$ cat src/rtl/eu_seq_if.sv
// eu_seq_if: request/response bundle for the eu_seq execution unit.
//   start/op/rd/a/b/ci : operation request, sampled by the unit while idle
//   busy/done          : unit occupied / one-cycle write-back pulse
//   result/hi          : last written value / high half (mul) or remainder (div)
//   cflag/dz           : carry/borrow of add/sub, divide-by-zero of last op
//   raddr/rdata        : combinational register-file read port
// The master modport is the requester; the slave modport is the unit.
interface eu_seq_if #(
  parameter int N  = 16,
  parameter int RW = 4
);
  logic          start;
  logic [1:0]    op;
  logic [RW-1:0] rd;
  logic [N-1:0]  a;
  logic [N-1:0]  b;
  logic          ci;
  logic          busy;
  logic          done;
  logic [N-1:0]  result;
  logic [N-1:0]  hi;
  logic          cflag;
  logic          dz;
  logic [RW-1:0] raddr;
  logic [N-1:0]  rdata;

  modport master (
    output start, op, rd, a, b, ci, raddr,
    input  busy, done, result, hi, cflag, dz, rdata
  );

  modport slave (
    input  start, op, rd, a, b, ci, raddr,
    output busy, done, result, hi, cflag, dz, rdata
  );
endinterface

$ cat src/rtl/eu_seq.sv
// eu_seq: sequential execution unit with an NREG x N register file.
//   clk   : rising-edge clock
//   rst_n : asynchronous active-low reset (aborts any op, clears all state)
//   bus   : eu_seq_if slave port (request, status/flags, regfile read port)
// Operations (unsigned, modulo 2^N): 00 add, 01 sub (single cycle),
// 10 mul (N-cycle shift-add), 11 div (N-cycle restoring; b==0 takes one cycle
// and yields quotient all ones, remainder a, dz=1).
// Sequence: IDLE -> EXEC -> WB -> IDLE. done is high during WB; the register
// write and the result/hi/cflag/dz update happen on the edge that ends WB.
module eu_seq #(
  parameter int N    = 16,
  parameter int NREG = 16,
  parameter int RW   = $clog2(NREG)
) (
  input  logic       clk,
  input  logic       rst_n,
  eu_seq_if.slave    bus
);
  localparam int CW = $clog2(N) + 1;

  typedef enum logic [1:0] {IDLE, EXEC, WB} state_t;
  typedef enum logic [1:0] {OP_ADD = 2'b00, OP_SUB = 2'b01,
                            OP_MUL = 2'b10, OP_DIV = 2'b11} op_t;

  state_t        state;
  op_t           op_q;
  logic [RW-1:0] rd_q;
  logic [N-1:0]  a_q;
  logic [N-1:0]  b_q;
  logic          ci_q;
  logic [CW-1:0] cnt;
  logic          c_q;
  logic          dz_q;
  logic [N-1:0]  regs [NREG];

  // Shared 2N-bit working register. mul: {partial product, multiplier};
  // div: {remainder, dividend/quotient}. add/sub and div-by-zero also park
  // their {hi, result} pair here so WB has a single source.
  logic [2*N-1:0] acc;

  logic [N:0]     addsub;
  logic [N:0]     mul_sum;
  logic [2*N-1:0] mul_next;
  logic [N:0]     rem_shift;
  logic           div_ge;
  logic [N-1:0]   div_diff;
  logic [2*N-1:0] div_next;

  always_comb begin
    addsub    = '0;
    mul_sum   = '0;
    mul_next  = '0;
    rem_shift = '0;
    div_ge    = 1'b0;
    div_diff  = '0;
    div_next  = '0;

    if (op_q == OP_SUB)
      addsub = {1'b0, a_q} - {1'b0, b_q} - {{N{1'b0}}, ci_q};
    else
      addsub = {1'b0, a_q} + {1'b0, b_q} + {{N{1'b0}}, ci_q};

    // Shift-add step: add multiplicand when the multiplier LSB is set,
    // then shift the whole accumulator right, keeping the carry.
    mul_sum  = {1'b0, acc[2*N-1:N]} + (acc[0] ? {1'b0, a_q} : '0);
    mul_next = {mul_sum, acc[N-1:1]};

    // Restoring step: bring in the next dividend bit; subtract the divisor
    // when it fits. The difference is below b, so N bits suffice.
    rem_shift = {acc[2*N-1:N], acc[N-1]};
    div_ge    = (rem_shift >= {1'b0, b_q});
    div_diff  = rem_shift[N-1:0] - b_q;
    if (div_ge)
      div_next = {div_diff, acc[N-2:0], 1'b1};
    else
      div_next = {acc[2*N-2:0], 1'b0};
  end

  always_ff @(posedge clk or negedge rst_n) begin
    if (!rst_n) begin
      state      <= IDLE;
      op_q       <= OP_ADD;
      rd_q       <= '0;
      a_q        <= '0;
      b_q        <= '0;
      ci_q       <= 1'b0;
      cnt        <= '0;
      acc        <= '0;
      c_q        <= 1'b0;
      dz_q       <= 1'b0;
      bus.busy   <= 1'b0;
      bus.done   <= 1'b0;
      bus.result <= '0;
      bus.hi     <= '0;
      bus.cflag  <= 1'b0;
      bus.dz     <= 1'b0;
      for (int unsigned i = 0; i < NREG; i++)
        regs[i] <= '0;
    end else begin
      case (state)
        IDLE: begin
          if (bus.start) begin
            op_q     <= op_t'(bus.op);
            rd_q     <= bus.rd;
            a_q      <= bus.a;
            b_q      <= bus.b;
            ci_q     <= bus.ci;
            cnt      <= CW'(N - 1);
            // mul iterates over the multiplier (b), div over the dividend (a)
            acc      <= (op_t'(bus.op) == OP_MUL) ? {{N{1'b0}}, bus.b}
                                                  : {{N{1'b0}}, bus.a};
            bus.busy <= 1'b1;
            state    <= EXEC;
          end
        end

        EXEC: begin
          case (op_q)
            OP_ADD, OP_SUB: begin
              acc      <= {{N{1'b0}}, addsub[N-1:0]};
              c_q      <= addsub[N];
              dz_q     <= 1'b0;
              bus.done <= 1'b1;
              state    <= WB;
            end
            OP_MUL: begin
              acc  <= mul_next;
              c_q  <= 1'b0;
              dz_q <= 1'b0;
              if (cnt == '0) begin
                bus.done <= 1'b1;
                state    <= WB;
              end else begin
                cnt <= cnt - 1'b1;
              end
            end
            OP_DIV: begin
              c_q <= 1'b0;
              if (b_q == '0) begin
                acc      <= {a_q, {N{1'b1}}};
                dz_q     <= 1'b1;
                bus.done <= 1'b1;
                state    <= WB;
              end else begin
                acc  <= div_next;
                dz_q <= 1'b0;
                if (cnt == '0) begin
                  bus.done <= 1'b1;
                  state    <= WB;
                end else begin
                  cnt <= cnt - 1'b1;
                end
              end
            end
            default: state <= IDLE;
          endcase
        end

        WB: begin
          regs[rd_q] <= acc[N-1:0];
          bus.result <= acc[N-1:0];
          bus.hi     <= acc[2*N-1:N];
          bus.cflag  <= c_q;
          bus.dz     <= dz_q;
          bus.done   <= 1'b0;
          bus.busy   <= 1'b0;
          state      <= IDLE;
        end

        default: state <= IDLE;
      endcase
    end
  end

  always_comb begin
    bus.rdata = regs[bus.raddr];
  end
endmodule

$ cat src/flat_wrapper.sv
// flat-port wrapper written by rule: the top's interface ports become plain ports
module eu_seq_flat 
#(
  parameter int N    = 16,
  parameter int NREG = 16,
  parameter int RW   = $clog2(NREG)
)
  (clk, rst_n, bus_start, bus_op, bus_rd, bus_a, bus_b, bus_ci, bus_raddr, bus_busy, bus_done, bus_result, bus_hi, bus_cflag, bus_dz, bus_rdata);
  eu_seq_if #(.N(N), .RW(RW)) bus_i ();
  input  logic clk;
  input  logic rst_n;
  input wire logic [$bits(bus_i.start)-1:0] bus_start;
  input wire logic [$bits(bus_i.op)-1:0] bus_op;
  input wire logic [$bits(bus_i.rd)-1:0] bus_rd;
  input wire logic [$bits(bus_i.a)-1:0] bus_a;
  input wire logic [$bits(bus_i.b)-1:0] bus_b;
  input wire logic [$bits(bus_i.ci)-1:0] bus_ci;
  input wire logic [$bits(bus_i.raddr)-1:0] bus_raddr;
  output wire logic [$bits(bus_i.busy)-1:0] bus_busy;
  output wire logic [$bits(bus_i.done)-1:0] bus_done;
  output wire logic [$bits(bus_i.result)-1:0] bus_result;
  output wire logic [$bits(bus_i.hi)-1:0] bus_hi;
  output wire logic [$bits(bus_i.cflag)-1:0] bus_cflag;
  output wire logic [$bits(bus_i.dz)-1:0] bus_dz;
  output wire logic [$bits(bus_i.rdata)-1:0] bus_rdata;
  assign bus_i.start = bus_start;
  assign bus_i.op = bus_op;
  assign bus_i.rd = bus_rd;
  assign bus_i.a = bus_a;
  assign bus_i.b = bus_b;
  assign bus_i.ci = bus_ci;
  assign bus_i.raddr = bus_raddr;
  assign bus_busy = bus_i.busy;
  assign bus_done = bus_i.done;
  assign bus_result = bus_i.result;
  assign bus_hi = bus_i.hi;
  assign bus_cflag = bus_i.cflag;
  assign bus_dz = bus_i.dz;
  assign bus_rdata = bus_i.rdata;
  eu_seq #(.N(N), .NREG(NREG), .RW(RW)) u_core (.clk(clk), .rst_n(rst_n), .bus(bus_i));
endmodule
$ cat config.mk
export PLATFORM = sky130hd
export DESIGN_NAME = eu_seq_flat
export DESIGN_NICKNAME = d
export VERILOG_FILES = /design/src/rtl/eu_seq_if.sv /design/src/rtl/eu_seq.sv /design/src/flat_wrapper.sv
export SDC_FILE = /design/constraint.sdc
export NUM_CORES = 1
export LEC_CHECK = 0
export ABC_AREA = 1
export CAP_MARGIN = 5
export CORE_MARGIN = 2
export CORE_UTILIZATION = 50
export CTS_CLUSTER_SIZE = 10
export DETAILED_ROUTE_END_ITERATION = 7
export GPL_TIMING_DRIVEN = 1
export PLACE_DENSITY = 0.72
export SKIP_LAST_GASP = 1
export SLEW_MARGIN = 20
export SYNTH_ARGS = -nofsm -noshare
export SYNTH_HDL_FRONTEND = slang
export SYNTH_SLANG_ARGS = --single-unit
$ cat constraint.sdc
create_clock -name clk -period 2.5 [get_ports clk]
set_input_delay 0.5 -clock clk [delete_from_list [all_inputs] [get_ports clk]]
set_output_delay 0.5 -clock clk [all_outputs]
set_load 0.03 [all_outputs]
* Word-level counts from Yosys, hierarchy flattened
Cells that the tools add are included.
** Word-level totals
- Word-level logic and storage cells :: 102
- Bits of input ports :: 46
- Output and inout bits :: 52
- Register bits after elaboration :: 372
** Cells by class
- Bitwise gates (word level) :: 2
- Equality and inequality tests :: 9
- Reductions and logical operators :: 15
- Multiplexer cells :: 33
- Add/sub/neg operators :: 7
- Order comparisons :: 4
** Operators by type and width (count)
- 256-bit bitwise mux :: 1
- 32-bit 2-to-1 mux :: 3
- 32-bit one-hot mux with 3 select lines :: 1
- 16-bit 2-to-1 mux :: 5
- 16-bit binary-select mux with 4-bit select :: 1
- 16-bit demux with 4-bit select :: 1
- 32-bit one-hot mux with 2 select lines :: 1
- 5-bit one-hot mux with 2 select lines :: 2
- 16-bit by 16-bit adder with 17-bit output :: 1
- 16-bit by 17-bit adder with 17-bit output :: 1
- 17-bit by 1-bit adder with 17-bit output :: 1
- 17-bit by 16-bit greater-or-equal comparator with 1-bit output :: 1
- 17-bit 2-to-1 mux :: 1
- 16-bit by 16-bit subtractor with 17-bit output :: 1
- 17-bit by 1-bit subtractor with 17-bit output :: 1
- 16-bit logical NOT :: 1
- 16-bit subtractor :: 1
- 5-bit 2-to-1 mux :: 3
- 5-bit greater-or-equal comparator, second input constant :: 2
- 4-bit inverter with 5-bit output :: 2
- 2-bit equality test, second input constant :: 4
- 1-bit one-hot mux with 2 select lines :: 4
- 2-bit 2-to-1 mux :: 3
- 2-bit one-hot mux with 3 select lines :: 1
- other kinds (17) :: 27

* Longest topological paths before layout
- Depth after elaboration :: 6
- Mapped depth :: 18
- Mapped depth without buffers :: 17

* Least setup slack after synthesis
Ideal clock, no wire load.
- Path type :: flip-flop to flip-flop
- From :: register u_core.acc[15]
- To :: register u_core.acc[24]
- Data arrival time :: 2200 ps
- Setup slack :: 183 ps
- Clock period less this slack :: 2317 ps
- Buffers on the path :: 1
- Library setup time :: 117 ps
- Cell stages (with the launch flop) :: 16
- Required time :: 2383 ps
- Path through :: dfrtp_1 inv_1 clkbuf_1 ha_1 inv_1 fa_1 nand2_1 nand3_1 nand2_1 nand3b_1 nand2_1 nand3_1 nand3b_1 nand2_1 nand2_1 nand2_1
** Between the ends
- Word-level cells in the longest chain between the ends :: 5
- Elaborated cells between the ends (all ways) :: 6
- Classes of those cells :: add/sub (1); order compare (1); mux (4)
** RTL lines
- from (decl) :: line eu_seq.sv:39 : logic [2*N-1:0] acc;
- from (signal assigned) :: line eu_seq.sv:110 : acc <= (op_t'(bus.op) == OP_MUL) ? {{N{1'b0}}, bus.b}
- from (signal assigned) :: line eu_seq.sv:120 : acc <= {{N{1'b0}}, addsub[N-1:0]};
- from (signal assigned) :: line eu_seq.sv:127 : acc <= mul_next;
- 16-bit subtractor / 17-bit by 16-bit greater-or-equal comparator with 1-bit output (equally long branches) :: line eu_seq.sv:72, eu_seq.sv:71
- 32-bit 2-to-1 mux (*) :: line eu_seq.sv:73 : if (div_ge)
- 32-bit 2-to-1 mux (*) :: line eu_seq.sv:139 : if (b_q == '0) begin
- 32-bit one-hot mux with 3 select lines (*) :: line eu_seq.sv:118 : case (op_q)
- 32-bit one-hot mux with 2 select lines (*) :: line eu_seq.sv:100 : case (state)
Every way passes the cells marked *; elsewhere a longest branch is shown, timed or not.
A chain may end at the register's enable or synchronous reset.

* Worst setup path after layout
- From :: input port bus_raddr[2]
- To :: output port bus_rdata[5]
** Between the ends
- Word-level cells in the longest chain between the ends :: 4
** RTL lines
- from (decl) :: line flat_wrapper.sv:18 : input wire logic [$bits(bus_i.raddr)-1:0] bus_raddr;
- 4-bit inverter with 5-bit output (implied by the code) :: line eu_seq.sv:176 : bus.rdata = regs[bus.raddr];
- 16-bit binary-select mux with 4-bit select :: line eu_seq.sv:176
- 16-bit 2-to-1 mux (implied by the code) (2 in series) :: line eu_seq.sv:176
- to (decl) :: line flat_wrapper.sv:25 : output wire logic [$bits(bus_i.rdata)-1:0] bus_rdata;
No other way between the ends. The select of a mux whose other input is x is not followed.

==> results.rst <==
.. list-table::
   :header-rows: 1

   * - Metric
     - Value
   * - CTS tree
     - yes
   * - List of cells traversed by the critical path
     - clkdlybuf4s50_1 > inv_4 > clkbuf_16 > o221ai_1 > nand2_1 > buf_4
   * - Vias after detailed routing
     - 20000
   * - I/O pins
     - 98
   * - Depth of the CTS H-tree
     - 2
   * - Average wire length per cell after detail routing
     - 19.3 µm
   * - Compound-gate portion of the synthesized area
     - 18.7%
   * - Cell count of the worst reg-to-reg path
     - 15
   * - P_leak
     - 12.4 nW
   * - Total Routing Usage GR
     - 30.4%
   * - Buf+Inv Stages, Crit Path
     - 4
   * - Path length in cells of the critical path
     - 6
   * - Clock net sink count
     - 372
   * - Area growth from synthesis to layout
     - 18.0%
   * - Post-Synth Simple-Gate Area
     - 21.3%
   * - Top cells by area in the synthesized netlist
     - dfrtp_1, nand2_1, o21ai_0
   * - Final RePlAce weighted congestion
     - 0.970
   * - Crit end category
     - primary output
   * - Diode count
     - 0
   * - Period minus WS final
     - 2480 ps
   * - GRT overflow
     - 0
   * - Largest incremental delay on the critical path
     - 550 ps
   * - Area of the die
     - 44500 µm²
   * - Cell class contributing the biggest share of worst-path delay
     - buffers and inverters
   * - Synth Area in XOR/XNOR
     - 0.286%
   * - Worst rel slew slack
     - 40.3%
   * - Post-place instance area
     - 23700 µm²
   * - Initial antenna violation count
     - 0
   * - Endpoints failing hold
     - 0
   * - Highest-delay cell along the critical path
     - clkdlybuf4s50_1
   * - Cell type contributing the most total cell area after synthesis
     - dfrtp_1
   * - Clock transition at the register clock pins on the worst setup and hold paths after CTS
     - 50 ps
   * - Core ar.
     - 42100 µm²
   * - Latest clock arrival within the worst-skew pair
     - 570 ps
   * - Post-synth net total
     - 2959
   * - Number of global-route vias before repair
     - 19100
   * - Number of input and output port buffers inserted
     - 97
   * - Primary FF master, synth
     - dfrtp_1
   * - Cell area after layout
     - 25300 µm²
   * - Cell area after synthesis
     - 21400 µm²
   * - Critical path data arrival time
     - 1980 ps
   * - Multiplexer fraction of the synthesized cell area
     - 2.24%
   * - Final routed DRC violation total
     - 0
   * - Post-route total power
     - 0.0336 W
   * - Library cells used by synthesis
     - 47
   * - Standard-cell row count
     - 75
   * - Final ANT Viol Nets
     - 0
   * - Largest family of logic cells by synthesized area
     - simple AND/OR/NAND/NOR gates
   * - Layout cell share with drive strength beyond 1
     - 11.0%
   * - CTS buffer count
     - 44
   * - CTS Root Buffer Type
     - clkbuf_16
   * - Share of synthesized cell area in full adder, half adder and majority cells
     - 5.30%
   * - Total wire length after detailed routing
     - 67700 µm
   * - Filler-free cell count of the finished design
     - 3508
   * - CP Capture Point
     - bus_rdata[5]
   * - Number of enable flip-flop cells after synthesis
     - 0
   * - Result of the run
     - completed
   * - Maximum net fanout on the critical path
     - 23
   * - Max-slew violation count
     - 0
   * - Clk buf depth
     - 3
   * - Worst Skew
     - 14.6 ps
   * - Gate Count Post-Synth
     - 2826
   * - Number of cells in the design after placement
     - 3443
   * - Most common library cell in the layout ignoring fill and taps
     - nand2_1
   * - Required time at the endpoint of the critical path
     - 2000 ps
   * - Proportion of netlist area held by the largest area contributor
     - 43.5%
   * - Type of the worst setup path
     - input pin to primary output
   * - Final HPWL DP
     - 49100 µm
   * - Avg Cell Area, Syn
     - 7.57 µm²
   * - Ratio of total power to cell area
     - 1330 nW/µm²
   * - Setup crit start kind
     - input pin
   * - Min-Delay Path Class
     - flip-flop to flip-flop
   * - Vertical die dimension
     - 211 µm
   * - Wire length of the first global-routing pass
     - 106000 µm
   * - Warnings, synthesis
     - 0
   * - DR pass1 iterations
     - 6
   * - Top library cells by usage in the layout, fill and taps aside
     - nand2_1, o21ai_0, dfrtp_1
   * - Layout net count
     - 3093
   * - Die X-Extent
     - 211 µm
   * - Post-synthesis async set-or-reset flop share
     - 100%
   * - Setup repair after global routing missed its margin
     - yes
   * - Total of max-cap violations
     - 0
   * - Reg-to-reg startpoint
     - u_core.b_q[0]$_DFFE_PN0P_
   * - Largest net degree at the start of global routing
     - 76
   * - Register-to-Register Setup Slack
     - 30 ps
   * - Final cycle utilization of the critical path
     - 99.2%
   * - Total of flip-flops plus latches after synthesis
     - 372
   * - Effective utilization at floorplan
     - 50.8%
   * - Reg-to-Reg End
     - u_core.c_q$_DFFE_PN0P_
   * - Slew at the pin with the worst max-slew slack
     - 892 ps
   * - Max Freq
     - 0.403 GHz
   * - Via-per-instance ratio
     - 5.69
   * - DRT iter0 DRCs
     - 1931
   * - Part of the Yosys area used for sequential elements
     - 43.5%
   * - Maximum ir drop on the vdd rail
     - 0.607 mV
   * - Number of setup violations in the final report
     - 0
   * - Crit path from
     - bus_raddr[2]
==> cell usage after synthesis (17+ instances only) <==
cell type,count
nand3_1,133
nand4_1,18
ha_1,81
o21ai_0,458
mux2i_1,48
nand2_1,717
o211ai_1,34
inv_1,315
nand3b_1,28
dfrtp_1,372
a21oi_1,195
clkbuf_1,125
nand2_2,17
nor2_1,121
buf_2,20
==> worst register-to-register path, stage by stage (launching register included) <==
cell and delay, ps:
dfrtp_1 440, buf_6 150, fa_2 380, fa_2 360
nand2_2 70, nand2_1 50, nand2_1 70, inv_1 70
o21bai_2 220, nand3_1 130, nand2_1 100, nand2_1 70
nand3b_1 80, nand3_1 70, nand2_1 70, nand2_1 50
==> cell families (layout without fill, tap and decap cells) <==
family,Yosys count,in the layout
XOR/XNOR,7,7
AND/OR/NAND/NOR,1074,1074
multiplexers,48,48
buffers and inverters,482,625
AO/OA/AOI/OAI,756,756
adder cells (fa/ha/maj),87,87
flip-flops,372,372
==> sequential cells by signal, indices dropped and copies added (netlist names), 2 cells and up <==
register           cells
u_core.regs          256
u_core.bus.hi         16
u_core.acc            32
u_core.a_q            16
u_core.b_q            16
u_core.cnt             5
u_core.rd_q            4
u_core.op_q            2
u_core.state           2
u_core.bus.result     16
==> metal layers <==
| layer | wire length (µm) | global-route usage (%) | up-vias |
|---|---|---|---|
| met2 | 31100 | 49.0 | 801 |
| met5 | 0 | 0 | - |
| met3 | 4540 | 4.01 | 170 |
| li1 | - | - | 9538 |
| met4 | 3520 | 14.6 | 0 |
| met1 | 28500 | 40.8 | 9467 |
==> how the worst min path moves through the flow <==
stage | start | end | slack, ps | cells past startpoint
after floorplan | rst_n | u_core.a_q[0]$_DFFE_PN0P_ | 200 | 0
after global placement | u_core.regs[184]$_DFFE_PN0P_ | u_core.regs[184]$_DFFE_PN0P_ | 460 | 2
after detailed placement | u_core.regs[191]$_DFFE_PN0P_ | u_core.regs[191]$_DFFE_PN0P_ | 470 | 2
after CTS | u_core.regs[187]$_DFFE_PN0P_ | u_core.regs[187]$_DFFE_PN0P_ | 480 | 2
after global routing | u_core.regs[191]$_DFFE_PN0P_ | u_core.regs[191]$_DFFE_PN0P_ | 500 | 2
final | u_core.regs[178]$_DFFE_PN0P_ | u_core.regs[178]$_DFFE_PN0P_ | 480 | 2
==> through the flow <==
| stage | TNS [ps] | setup WS [ps] | hold WS, ps | util (%) |
|---|---|---|---|---|
| final | 0 | 20.0 | 479 | 59.9 |
| after global routing | -296 | -57.8 | 501 | 59.9 |
| after CTS | 0 | 1.37 | 482 | 59.1 |
| after detailed placement | -0.657 | -0.657 | 468 | 56.2 |
| after global placement | 0 | 5.70 | 460 | 56.2 |
| after floorplan | 0 | 183 | 204 | - |
==> area by class of cell <==
type	count	area, µm²
Fill cell	3786	16900
Multi-Input combinational cell	1972	10500
Clock buffer	51	1170
Tap cell	539	674
Timing Repair Buffer	243	2340
Sequential cell	372	9320
Clock inverter	4	60.1
Inverter	327	1230
==> where the power goes <==
| group | internal, W | leakage [nW] | switching, W |
|---|---|---|---|
| Sequential | 0.00845 | 4.82 | 0.00167 |
| Combinational | 0.00652 | 6.97 | 0.0111 |
| Clock | 0.00335 | 0.604 | 0.00242 |
| Total | 0.0183 | 12.4 | 0.0152 |
==> timing repair <==
action / CTS / global route
pin swaps: 0 / 9
cloned: 0 / 2
buffers inserted: 0 / 7
hold endpoints to repair: 66 / 0
endpoints found under the setup margin: 2 / 37
resized for setup: 1 / 76
hold buffers: 1 / 0
Power figures use the tool's default switching activity.
